File: src/rtl/mem_arb_if.sv
// mem_arb_if: bundle of the shared 8-bit RAM port plus the IF and MM requester buses.
// slave modport  = arbiter side (drives RAM address/data and the ok/data returns).
// master modport = requester/RAM-model side (drives requests, store data and ram_din).
interface mem_arb_if;
  // RAM byte port
  logic [7:0]  ram_din;
  logic [7:0]  ram_dout;
  logic [31:0] ram_a;
  logic        ram_wr;
  // instruction fetch requester
  logic        if_req;
  logic [31:0] if_a;
  logic        if_abort;
  logic        if_ok;
  logic [31:0] if_n;
  // memory stage requester
  logic        mm_req;
  logic        mm_wr;
  logic [31:0] mm_a;
  logic [1:0]  mm_cu;
  logic [31:0] mm_n_i;
  logic        mm_ok;
  logic [31:0] mm_n_o;

  modport slave (
    input  ram_din, if_req, if_a, if_abort, mm_req, mm_wr, mm_a, mm_cu, mm_n_i,
    output ram_dout, ram_a, ram_wr, if_ok, if_n, mm_ok, mm_n_o
  );

  modport master (
    output ram_din, if_req, if_a, if_abort, mm_req, mm_wr, mm_a, mm_cu, mm_n_i,
    input  ram_dout, ram_a, ram_wr, if_ok, if_n, mm_ok, mm_n_o
  );
endinterface

File: src/rtl/mem_arb.sv
// mem_arb: arbitrates IF and MM onto one 8-bit RAM port, splitting words into LE byte accesses.
// Latency: read of N bytes completes (ok) N+2 cycles after grant, write of N bytes N+1 cycles after.
// Backpressure: level requests are held off while a transaction runs; no ready, grant is implied by ok.
// Ports: clk/rst (sync, active-high); bus = mem_arb_if.slave carrying the RAM port, the IF fetch
// channel (req/addr/abort -> ok/word) and the MM channel (req/wr/addr/size/data -> ok/data).
module mem_arb #(
  parameter int STARVE_MAX = 4
) (
  input  logic clk,
  input  logic rst,
  mem_arb_if.slave bus
);

  localparam int SW = $clog2(STARVE_MAX + 1);

  typedef enum logic [1:0] {IDLE, RD, WR, DONE} state_t;

  state_t        state, state_nxt;
  logic [31:0]   base, base_nxt;      // latched start address
  logic [2:0]    n, n_nxt;            // byte count of the current transaction
  logic [2:0]    cnt, cnt_nxt;        // cycles spent in RD/WR so far
  logic          who_if, who_if_nxt;  // 1 = current grantee is IF
  logic [31:0]   wdat, wdat_nxt;      // latched store data
  logic [31:0]   asm_q, asm_nxt;      // read assembly buffer
  logic [31:0]   if_hold, if_hold_nxt;
  logic [31:0]   mm_hold, mm_hold_nxt;
  logic [SW-1:0] streak, streak_nxt;
  logic [31:0]   ram_a_q, ram_a_nxt;
  logic [7:0]    ram_dout_q, ram_dout_nxt;
  logic          ram_wr_q, ram_wr_nxt;

  logic          if_vld;
  logic          grant_mm;
  logic          grant_if;
  logic [2:0]    mm_size;
  logic [2:0]    cnt_inc;
  logic [2:0]    cap_idx;
  logic          if_ok_c;
  logic          mm_ok_c;

  // An IF request raised together with abort does not count as a request.
  assign if_vld   = bus.if_req & ~bus.if_abort;
  assign grant_mm = bus.mm_req & (~if_vld | (streak != SW'(STARVE_MAX)));
  assign grant_if = if_vld & ~grant_mm;
  assign mm_size  = (bus.mm_cu == 2'd0) ? 3'd1 : (bus.mm_cu == 2'd1) ? 3'd2 : 3'd4;
  assign cnt_inc  = cnt + 3'd1;
  assign cap_idx  = cnt - 3'd1;

  always_ff @(posedge clk) begin
    if (rst) begin
      state      <= IDLE;
      base       <= '0;
      n          <= '0;
      cnt        <= '0;
      who_if     <= 1'b0;
      wdat       <= '0;
      asm_q      <= '0;
      if_hold    <= '0;
      mm_hold    <= '0;
      streak     <= '0;
      ram_a_q    <= '0;
      ram_dout_q <= '0;
      ram_wr_q   <= 1'b0;
    end else begin
      state      <= state_nxt;
      base       <= base_nxt;
      n          <= n_nxt;
      cnt        <= cnt_nxt;
      who_if     <= who_if_nxt;
      wdat       <= wdat_nxt;
      asm_q      <= asm_nxt;
      if_hold    <= if_hold_nxt;
      mm_hold    <= mm_hold_nxt;
      streak     <= streak_nxt;
      ram_a_q    <= ram_a_nxt;
      ram_dout_q <= ram_dout_nxt;
      ram_wr_q   <= ram_wr_nxt;
    end
  end

  always_comb begin
    state_nxt    = state;
    base_nxt     = base;
    n_nxt        = n;
    cnt_nxt      = cnt;
    who_if_nxt   = who_if;
    wdat_nxt     = wdat;
    asm_nxt      = asm_q;
    if_hold_nxt  = if_hold;
    mm_hold_nxt  = mm_hold;
    streak_nxt   = streak;
    // RAM port is quiet unless an issue cycle is scheduled below.
    ram_a_nxt    = '0;
    ram_dout_nxt = '0;
    ram_wr_nxt   = 1'b0;

    case (state)
      IDLE: begin
        if (grant_mm) begin
          base_nxt   = bus.mm_a;
          n_nxt      = mm_size;
          who_if_nxt = 1'b0;
          wdat_nxt   = bus.mm_n_i;
          asm_nxt    = '0;
          cnt_nxt    = '0;
          ram_a_nxt  = bus.mm_a;
          if (bus.if_req) begin
            if (streak != SW'(STARVE_MAX)) streak_nxt = streak + SW'(1);
          end else begin
            streak_nxt = '0;
          end
          if (bus.mm_wr) begin
            state_nxt    = WR;
            ram_wr_nxt   = 1'b1;
            ram_dout_nxt = bus.mm_n_i[7:0];
          end else begin
            state_nxt = RD;
          end
        end else if (grant_if) begin
          base_nxt   = bus.if_a;
          n_nxt      = 3'd4;
          who_if_nxt = 1'b1;
          asm_nxt    = '0;
          cnt_nxt    = '0;
          streak_nxt = '0;
          ram_a_nxt  = bus.if_a;
          state_nxt  = RD;
        end
      end

      RD: begin
        if (who_if && bus.if_abort) begin
          // Drop the fetch; the byte still in flight on ram_din is simply not captured.
          state_nxt = IDLE;
        end else begin
          // Cycle cnt issues byte cnt and captures byte cnt-1 (RAM has one cycle latency).
          if (cnt != 3'd0) begin
            asm_nxt = asm_q | ({24'h0, bus.ram_din} << {cap_idx, 3'b000});
          end
          if (cnt == n) begin
            state_nxt = DONE;
          end else begin
            cnt_nxt = cnt_inc;
            if (cnt_inc < n) ram_a_nxt = base + {29'h0, cnt_inc};
          end
        end
      end

      WR: begin
        if (cnt_inc == n) begin
          state_nxt = DONE;
        end else begin
          cnt_nxt      = cnt_inc;
          ram_a_nxt    = base + {29'h0, cnt_inc};
          ram_wr_nxt   = 1'b1;
          ram_dout_nxt = 8'(wdat >> {cnt_inc, 3'b000});
        end
      end

      DONE: begin
        state_nxt = IDLE;
        if (who_if) begin
          if (!bus.if_abort) if_hold_nxt = asm_q;
        end else begin
          mm_hold_nxt = asm_q;
        end
      end

      default: state_nxt = IDLE;
    endcase
  end

  // ok is combinational so a late IF abort in DONE can still suppress it;
  // the data outputs show the fresh word during DONE and the held word otherwise.
  assign if_ok_c = (state == DONE) && who_if && !bus.if_abort;
  assign mm_ok_c = (state == DONE) && !who_if;

  assign bus.if_ok    = if_ok_c;
  assign bus.mm_ok    = mm_ok_c;
  assign bus.if_n     = if_ok_c ? asm_q : if_hold;
  assign bus.mm_n_o   = mm_ok_c ? asm_q : mm_hold;
  assign bus.ram_a    = ram_a_q;
  assign bus.ram_dout = ram_dout_q;
  assign bus.ram_wr   = ram_wr_q;

endmodule

File: src/flat_wrapper.sv
// flat-port wrapper written by rule: the top's interface ports become plain ports
module mem_arb_flat 
#(
  parameter int STARVE_MAX = 4
)
  (clk, rst, bus_ram_din, bus_if_req, bus_if_a, bus_if_abort, bus_mm_req, bus_mm_wr, bus_mm_a, bus_mm_cu, bus_mm_n_i, bus_ram_dout, bus_ram_a, bus_ram_wr, bus_if_ok, bus_if_n, bus_mm_ok, bus_mm_n_o);
  mem_arb_if bus_i ();
  input  logic clk;
  input  logic rst;
  input wire logic [$bits(bus_i.ram_din)-1:0] bus_ram_din;
  input wire logic [$bits(bus_i.if_req)-1:0] bus_if_req;
  input wire logic [$bits(bus_i.if_a)-1:0] bus_if_a;
  input wire logic [$bits(bus_i.if_abort)-1:0] bus_if_abort;
  input wire logic [$bits(bus_i.mm_req)-1:0] bus_mm_req;
  input wire logic [$bits(bus_i.mm_wr)-1:0] bus_mm_wr;
  input wire logic [$bits(bus_i.mm_a)-1:0] bus_mm_a;
  input wire logic [$bits(bus_i.mm_cu)-1:0] bus_mm_cu;
  input wire logic [$bits(bus_i.mm_n_i)-1:0] bus_mm_n_i;
  output wire logic [$bits(bus_i.ram_dout)-1:0] bus_ram_dout;
  output wire logic [$bits(bus_i.ram_a)-1:0] bus_ram_a;
  output wire logic [$bits(bus_i.ram_wr)-1:0] bus_ram_wr;
  output wire logic [$bits(bus_i.if_ok)-1:0] bus_if_ok;
  output wire logic [$bits(bus_i.if_n)-1:0] bus_if_n;
  output wire logic [$bits(bus_i.mm_ok)-1:0] bus_mm_ok;
  output wire logic [$bits(bus_i.mm_n_o)-1:0] bus_mm_n_o;
  assign bus_i.ram_din = bus_ram_din;
  assign bus_i.if_req = bus_if_req;
  assign bus_i.if_a = bus_if_a;
  assign bus_i.if_abort = bus_if_abort;
  assign bus_i.mm_req = bus_mm_req;
  assign bus_i.mm_wr = bus_mm_wr;
  assign bus_i.mm_a = bus_mm_a;
  assign bus_i.mm_cu = bus_mm_cu;
  assign bus_i.mm_n_i = bus_mm_n_i;
  assign bus_ram_dout = bus_i.ram_dout;
  assign bus_ram_a = bus_i.ram_a;
  assign bus_ram_wr = bus_i.ram_wr;
  assign bus_if_ok = bus_i.if_ok;
  assign bus_if_n = bus_i.if_n;
  assign bus_mm_ok = bus_i.mm_ok;
  assign bus_mm_n_o = bus_i.mm_n_o;
  mem_arb #(.STARVE_MAX(STARVE_MAX)) u_core (.clk(clk), .rst(rst), .bus(bus_i));
endmodule
File: config.mk
export PLATFORM = sky130hd
export DESIGN_NAME = mem_arb_flat
export DESIGN_NICKNAME = d
export VERILOG_FILES = /design/src/rtl/mem_arb_if.sv /design/src/rtl/mem_arb.sv /design/src/flat_wrapper.sv
export SDC_FILE = /design/constraint.sdc
export NUM_CORES = 1
export LEC_CHECK = 0
export CAP_MARGIN = 20
export CORE_MARGIN = 5
export CORE_UTILIZATION = 45
export DETAILED_ROUTE_END_ITERATION = 8
export GPL_ROUTABILITY_DRIVEN = 1
export PLACE_DENSITY = 0.77
export SYNTH_ARGS = -nofsm -noshare
export SYNTH_HDL_FRONTEND = slang
export SYNTH_SLANG_ARGS = --single-unit
File: constraint.sdc
create_clock -name clk -period 2.4 [get_ports clk]
set_input_delay 0.24 -clock clk [delete_from_list [all_inputs] [get_ports clk]]
set_output_delay 0.24 -clock clk [all_outputs]
set_load 0.05 [all_outputs]
==> results_dict.tcl, run 1 <==
set metrics [dict create \
    rsz0062_at_grt "yes" \
    grt_pass1_wl_um 39120 \
    numCtsBuffers 23 \
    tightest_slew_ns 1.069 \
    cp-start-kind "register" \
    setup-tns-final_ns 0 \
    grt_pass1_vias 7566 \
    antenna_found_initial 1 \
    cts_tree "done" \
    drive_gt1_share_pct 21.61 \
    clk_latency_ns 0.50 \
    post-place-ws_ns -0.03901 \
    pwr_density_cell_nw_per_um2 815.8 \
    layout_common_cells "212 x dfxtp_1, 151 x clkdlybuf4s50_1, 122 x nand2_1" \
    outcome "finished, final reports clean" \
    initial_utilization_pct 46.08 \
    path_max_fanout 8 \
    die_h_um 151.9 \
    cts.clk_slew.worst_paths_ns 0.06 \
    synth_top_area_share_pct 47.08 \
    hold_viol 0 \
    drt_iter0_drc 466 \
    ys_ff_latch 213 \
    max_freq_mhz 426.5 \
    wl_per_cell_um 17.06 \
    die_w_um 151.9 \
    crit_type "reg2reg" \
    synth.distinct_cells 60 \
    io_buffers 218 \
    final_antenna_net_count 0 \
    htree_num_levels 1 \
    fin_crit_ns 2.344 \
    cts.sinks 213 \
    synthCells 953 \
    final_net_count 1302 \
    yosysTopAreaCell "dfxtp_1" \
    yosysWarnings 0 \
    async_flop_share_pct 0 \
    globalRouteOverflowTotal 0 \
    crit_arrival_ns 2.78 \
    min_from "rst" \
    placementRows 51 \
    r2r_slack_ns 0.06 \
    synth_seq_area_share_pct 47.08 \
    finalPower_uw 10630 \
    critPathRequiredTime_ns 2.83 \
    hpwl_um 17970 \
    skew_ns 0.008007 \
    viasPerCell 5.269 \
    finish.utilization_pct 66.32 \
    timing.max_cap.violations 0 \
    ff2ff_path_depth 8 \
    vias 7666 \
    final_area_um2 13040 \
    drv_slew 0 \
    hold_path.class "in2reg" \
    syn_to_final_growth_pct 43.91 \
    hold_depth 3 \
    place.gp.congestion 0.8457 \
    final_common_cell "dfxtp_1" \
    endpoint_kind "register" \
    hold_end "u_core.base[22]" \
    setup_viol 0 \
    p_leak_uw 0.005101 \
    netlist_area_um2 9057 \
    die-area_um2 23060 \
    grt_max_degree 65 \
    coreArea_um2 19650 \
    synth_top_flop_cell "dfxtp_1" \
    track_usage_pct 20.20 \
    r2r-end "u_core.asm_q[24]" \
    synth_edf_count 0 \
    period_share_pct 97.69 \
    clockBufferDepth 3 \
    cts_root_buf "clkbuf_16" \
    num_io_pins 219 \
    reg2reg_from "u_core.cnt[0]" \
    drc 0 \
    relSlewSlack_pct 28.14 \
    dr.pass1.iters 5 \
    dpl_cell_area_um2 12270 \
    syn_area_per_cell_um2 9.504 \
    vdd.ir_drop.worst_mv 0.4779 \
    drt_wl_total_um 24830 \
    synth_area_leaders "dfxtp_1 47%, mux2_2 9.7%, a21oi_1 6.1%" \
    synth_nets 1082 \
    timing.final.ws_setup_ns 0.05552 \
]
[area by class of cell]
cell class / instances / area (µm²)
fillers: 1558 / 6619
multi-input cells: 665 / 4542
flip-flops and latches: 213 / 4265
repair buffers: 253 / 3138
clock buffers: 34 / 646.9
well taps: 265 / 331.6
inverters: 17 / 63.81
clock inverters: 7 / 45.04
diodes: 1 / 2.502
[worst max-delay path, stage by stage (launching register included)]
cell and delay (ns):
dfxtp_1 0.36, inv_1 0.10, buf_4 0.16, ha_1 0.20, xnor2_1 0.13, o31ai_1 0.17
nor4_2 0.81, a21oi_1 0.19, nor2_1 0.14
[sequential cells by signal (all words and copies together), names as in the netlist]
signal,count
u_core.who_if,1
u_core.n,3
u_core.bus.ram_wr,1
u_core.streak,3
u_core.mm_hold,32
u_core.cnt,3
u_core.bus.ram_a,32
u_core.state,2
u_core.base,32
u_core.wdat,32
u_core.asm_q,32
u_core.if_hold,32
u_core.bus.ram_dout,8
[worst max-delay path by stage]
stage / startpoint / end / slack, ns / cells after the start
global route: u_core.cnt[0] / u_core.asm_q[9] / -0.13 / 8
global placement: u_core.cnt[1] / u_core.bus.ram_a[16] / 0.07 / 8
floorplan: u_core.cnt[0] / u_core.bus.ram_a[31] / 0.06 / 9
finish: u_core.cnt[0] / u_core.asm_q[24] / 0.06 / 8
CTS: u_core.cnt[1] / u_core.bus.ram_a[17] / 0.004 / 10
detailed placement: u_core.cnt[1] / u_core.bus.ram_a[17] / -0.04 / 10
[where the power goes]
group | internal [µW] | total [µW] | switching [µW] | leakage (µW)
registers | 3970 | 4310 | 335 | 0.00173
clock network | 1870 | 3260 | 1380 | 0.000345
logic | 1210 | 3070 | 1860 | 0.00302
total | 7060 | 10600 | 3580 | 0.00510
[metal layers]
metal | up-vias | track usage (%) | part of all wire, %
li1 | 3749 | - | -
met2 | 228 | 34.61 | 49
met3 | 42 | 3.891 | 5.1
met4 | 0 | 5.908 | 2.4
met5 | - | 0 | 0
met1 | 3647 | 25.96 | 44
[what timing repair did]
| action | 4_1_cts | 5_1_grt |
|---|---|---|
| endpoints found under the setup margin | 29 | 61 |
| hold buffers | 0 | 0 |
| resized for setup | 4 | 9 |
| setup buffers | 2 | 0 |
[cell families (layout without fill, tap and decap cells)]
| logic type | Yosys count | after routing | share of synthesized area (%) |
|---|---|---|---|
| DFF | 213 | 213 | 47.08 |
| other | 0 | 1 | 0 |
| muxes | 101 | 101 | 13.34 |
| adders and majority gates | 17 | 17 | 2.431 |
| and+or+nand+nor | 334 | 334 | 18.59 |
| AOI/OAI and AO/OA | 184 | 184 | 12.14 |
| buffers and inverters | 75 | 311 | 3.605 |
| xor gates and xnor gates | 29 | 29 | 2.804 |
[cells in the mapped netlist, types with 2 or more instances]
master and n:
nand2b_1 4, nor4b_2 2, o21a_1 3, a21oi_1 111
xnor2_1 8, buf_1 2, dfxtp_1 213, or2_2 2
buf_6 3, nor2_1 66, nor2b_1 2, buf_2 15
o21ai_0 10, nor3_1 8, nor4_2 2, o31ai_1 2
a22oi_1 8, nor4_1 8, o22ai_1 14, nand3_1 19
a211oi_2 2, a31oi_1 5, mux2_2 78, a211oi_1 16
ha_1 16, nand4_1 10, mux2i_1 15, xor2_1 21
inv_1 17, mux4_2 8, and3_1 6, clkbuf_1 37
o31a_1 4, nand2_1 122, and4_1 5, and2_1 65
[metrics by stage]
step / instances / hold WS (ns)
after detailed placement: 1411 / 0.4481
after CTS: 1454 / 0.2229
after floorplan: 953 / 0.3760
after global placement: 1411 / 0.4397
after global routing: 1455 / 0.2553
final: 1455 / 0.2503
Note: power is estimated with default switching activity, not from simulation.
==> run 2, diff against run 1 <==
Settings changed: CTS_BUF_LIST set to sky130_fd_sc_hd__clkbuf_16, CTS_CLUSTER_DIAMETER set to 40, HOLD_SLACK_MARGIN set to 0.06.
==> results_dict.tcl, run 2 (synthesis gave the netlist of run 1 again) <==
set metrics [dict create \
    hold_path.class "in2reg" \
    switching_share_pct 32.57 \
    track_usage_pct 20.66 \
    wl_per_cell_um 17.47 \
    wl_met3_um 1410 \
    syn_to_final_growth_pct 48.56 \
    combPwrFrac_pct 25.6 \
    worst_path_largest_cell_delay_ns 0.52 \
    grt_max_degree 65 \
    grt_pass1_wl_um 39880 \
    drive_gt1_share_pct 22.96 \
    crit_chain "ha_2 > xor2_2 > ha_1 > nand3_1 > nand2_1 > nor2_1 > a22oi_1 > nor2_1" \
    setup_viol 0 \
    path_max_fanout 8 \
    max_freq_mhz 428.6 \
    initial_utilization_pct 46.08 \
    cts_hold_buf 0 \
    setup-tns-final_ns 0 \
    ff2ff_path_depth 8 \
    grt_pass1_vias 7626 \
    crit_arrival_ns 2.79 \
    cts.clk_slew.worst_paths_ns 0.06 \
    period_share_pct 97.21 \
    die-area_um2 23060 \
    rsz0062_at_grt "yes" \
    highest_layer "met4" \
    cp_common_cell "nor2_1" \
    htree_num_levels 1 \
    r2r-end "u_core.bus.ram_dout[3]" \
    dr.pass1.iters 5 \
    cts_root_buf "clkbuf_16" \
    fin_crit_ns 2.333 \
    wl_met1_um 11000 \
    die_h_um 151.9 \
    r2r_slack_ns 0.07 \
    final_area_um2 13460 \
    place.gp.congestion 0.8457 \
    final_net_count 1308 \
    hpwl_um 17970 \
    final_antenna_net_count 0 \
    netSwitchingPower_uw 3910 \
    reg2reg_from "u_core.cnt[0]" \
    relSlewSlack_pct 31.40 \
    skew_ns 0.01129 \
    timing.max_cap.violations 0 \
    die_w_um 151.9 \
    dpl_cell_area_um2 12270 \
    cp-start-kind "register" \
    cts_tree "done" \
    layout_common_cells "210 x dfxtp_1, 151 x clkdlybuf4s50_1, 122 x nand2_1" \
    viasPerCell 5.273 \
    critPathRequiredTime_ns 2.86 \
    clock_power_share_pct 38.4 \
    met2WireLength_um 12600 \
    slowest_stage "nor2_1" \
    final_common_cell "dfxtp_1" \
    clk_latency_ns 0.53 \
    globalRouteOverflowTotal 0 \
    crit_type "reg2reg" \
    antenna_found_initial 1 \
    hold_depth 4 \
    outcome "finished, final reports clean" \
    io_buffers 218 \
    endpoint_kind "register" \
    num_io_pins 219 \
    hold_viol 0 \
    cts.sinks 213 \
    vdd.ir_drop.worst_mv 0.5496 \
    placementRows 51 \
    drc 0 \
    drt_wl_total_um 25640 \
    pwr-share-seq_pct 36.0 \
    vias 7741 \
    tightest_slew_ns 1.020 \
    numCtsBuffers 29 \
    p_leak_uw 0.005298 \
    drt_iter0_drc 378 \
    finish.utilization_pct 68.46 \
    clockBufferDepth 3 \
    coreArea_um2 19650 \
    drv_slew 0 \
    hold_end "u_core.cnt[0]" \
    internal-power_uw 8093 \
    pwr_density_cell_nw_per_um2 892.0 \
    min_from "rst" \
]
[run 2: changes by cell type in the layout (fill, tap and decap cells not counted), sizes merged]
cell / change
clkinvlp: +2
bufinv: +6
bufbuf: +1
clkinv: +6
buf: -1
inv: +4
clkbuf: -5
[run 2: area by class of cell]
type,instances,area [µm²]
clock buffers,29,725.7
fillers,1487,6198
inverters,17,63.81
diodes,1,2.502
multi-input cells,665,4562
flip-flops and latches,213,4268
well taps,265,331.6
clock inverters,25,339.1
repair buffers,253,3163
[run 2: power groups by stage]
stage	clock network, µW	registers [µW]	logic, µW
6_report	4610	4320	3080
3_5_place_dp	0	4360	3020
5_1_grt	4840	4360	3300
3_3_place_gp	0	4340	2970
2_1_floorplan	0	4790	1530
4_1_cts	4660	4310	3060
[run 2: timing repair]
action                                  CTS  global route
pin swaps                                 0             0
buffers inserted                          1             0
resized for setup                         6            11
gates cloned                              1             0
endpoints found under the setup margin   53            66
[run 2: layer usage]
metal / track usage [%] / up-vias
li1: - / 3774
met1: 26.11 / 3691
met2: 35.92 / 231
met3: 3.976 / 45
met4: 6.122 / 0
met5: 0 / -
[run 2: how the worst max path moves through the flow]
stage / from / endpoint / depth (start not counted)
after floorplan: u_core.cnt[0] / u_core.bus.ram_a[31] / 9
after detailed placement: u_core.cnt[1] / u_core.bus.ram_a[17] / 10
after CTS: u_core.cnt[1] / u_core.bus.ram_a[17] / 10
after global routing: u_core.cnt[0] / u_core.asm_q[14] / 8
final: u_core.cnt[0] / u_core.bus.ram_dout[3] / 8
after global placement: u_core.cnt[1] / u_core.bus.ram_a[16] / 8
[run 2: stage by stage]
| stage | std cells | power [µW] | setup WS (ns) | hold slack [ns] |
|---|---|---|---|---|
| 5_1_grt | 1468 | 12500 | -0.1045 | 0.2059 |
| 4_1_cts | 1467 | 12030 | 0.0008333 | 0.1551 |
| 2_1_floorplan | 953 | 6316 | 0.05560 | 0.3760 |
| 6_report | 1468 | 12000 | 0.06691 | 0.1855 |
| 3_3_place_gp | 1411 | 7315 | 0.06707 | 0.4397 |
| 3_5_place_dp | 1411 | 7385 | -0.03901 | 0.4481 |
[run 2: worst max-delay path, delay by kind of cell (launching register included)]
| kind | cells | cell delay [ns] |
|---|---|---|
| AOI/OAI and AO/OA | 1 | 0.18 |
| xor gates and xnor gates | 1 | 0.27 |
| adders and majority gates | 2 | 0.56 |
| DFF | 1 | 0.36 |
| and+or+nand+nor | 4 | 0.91 |
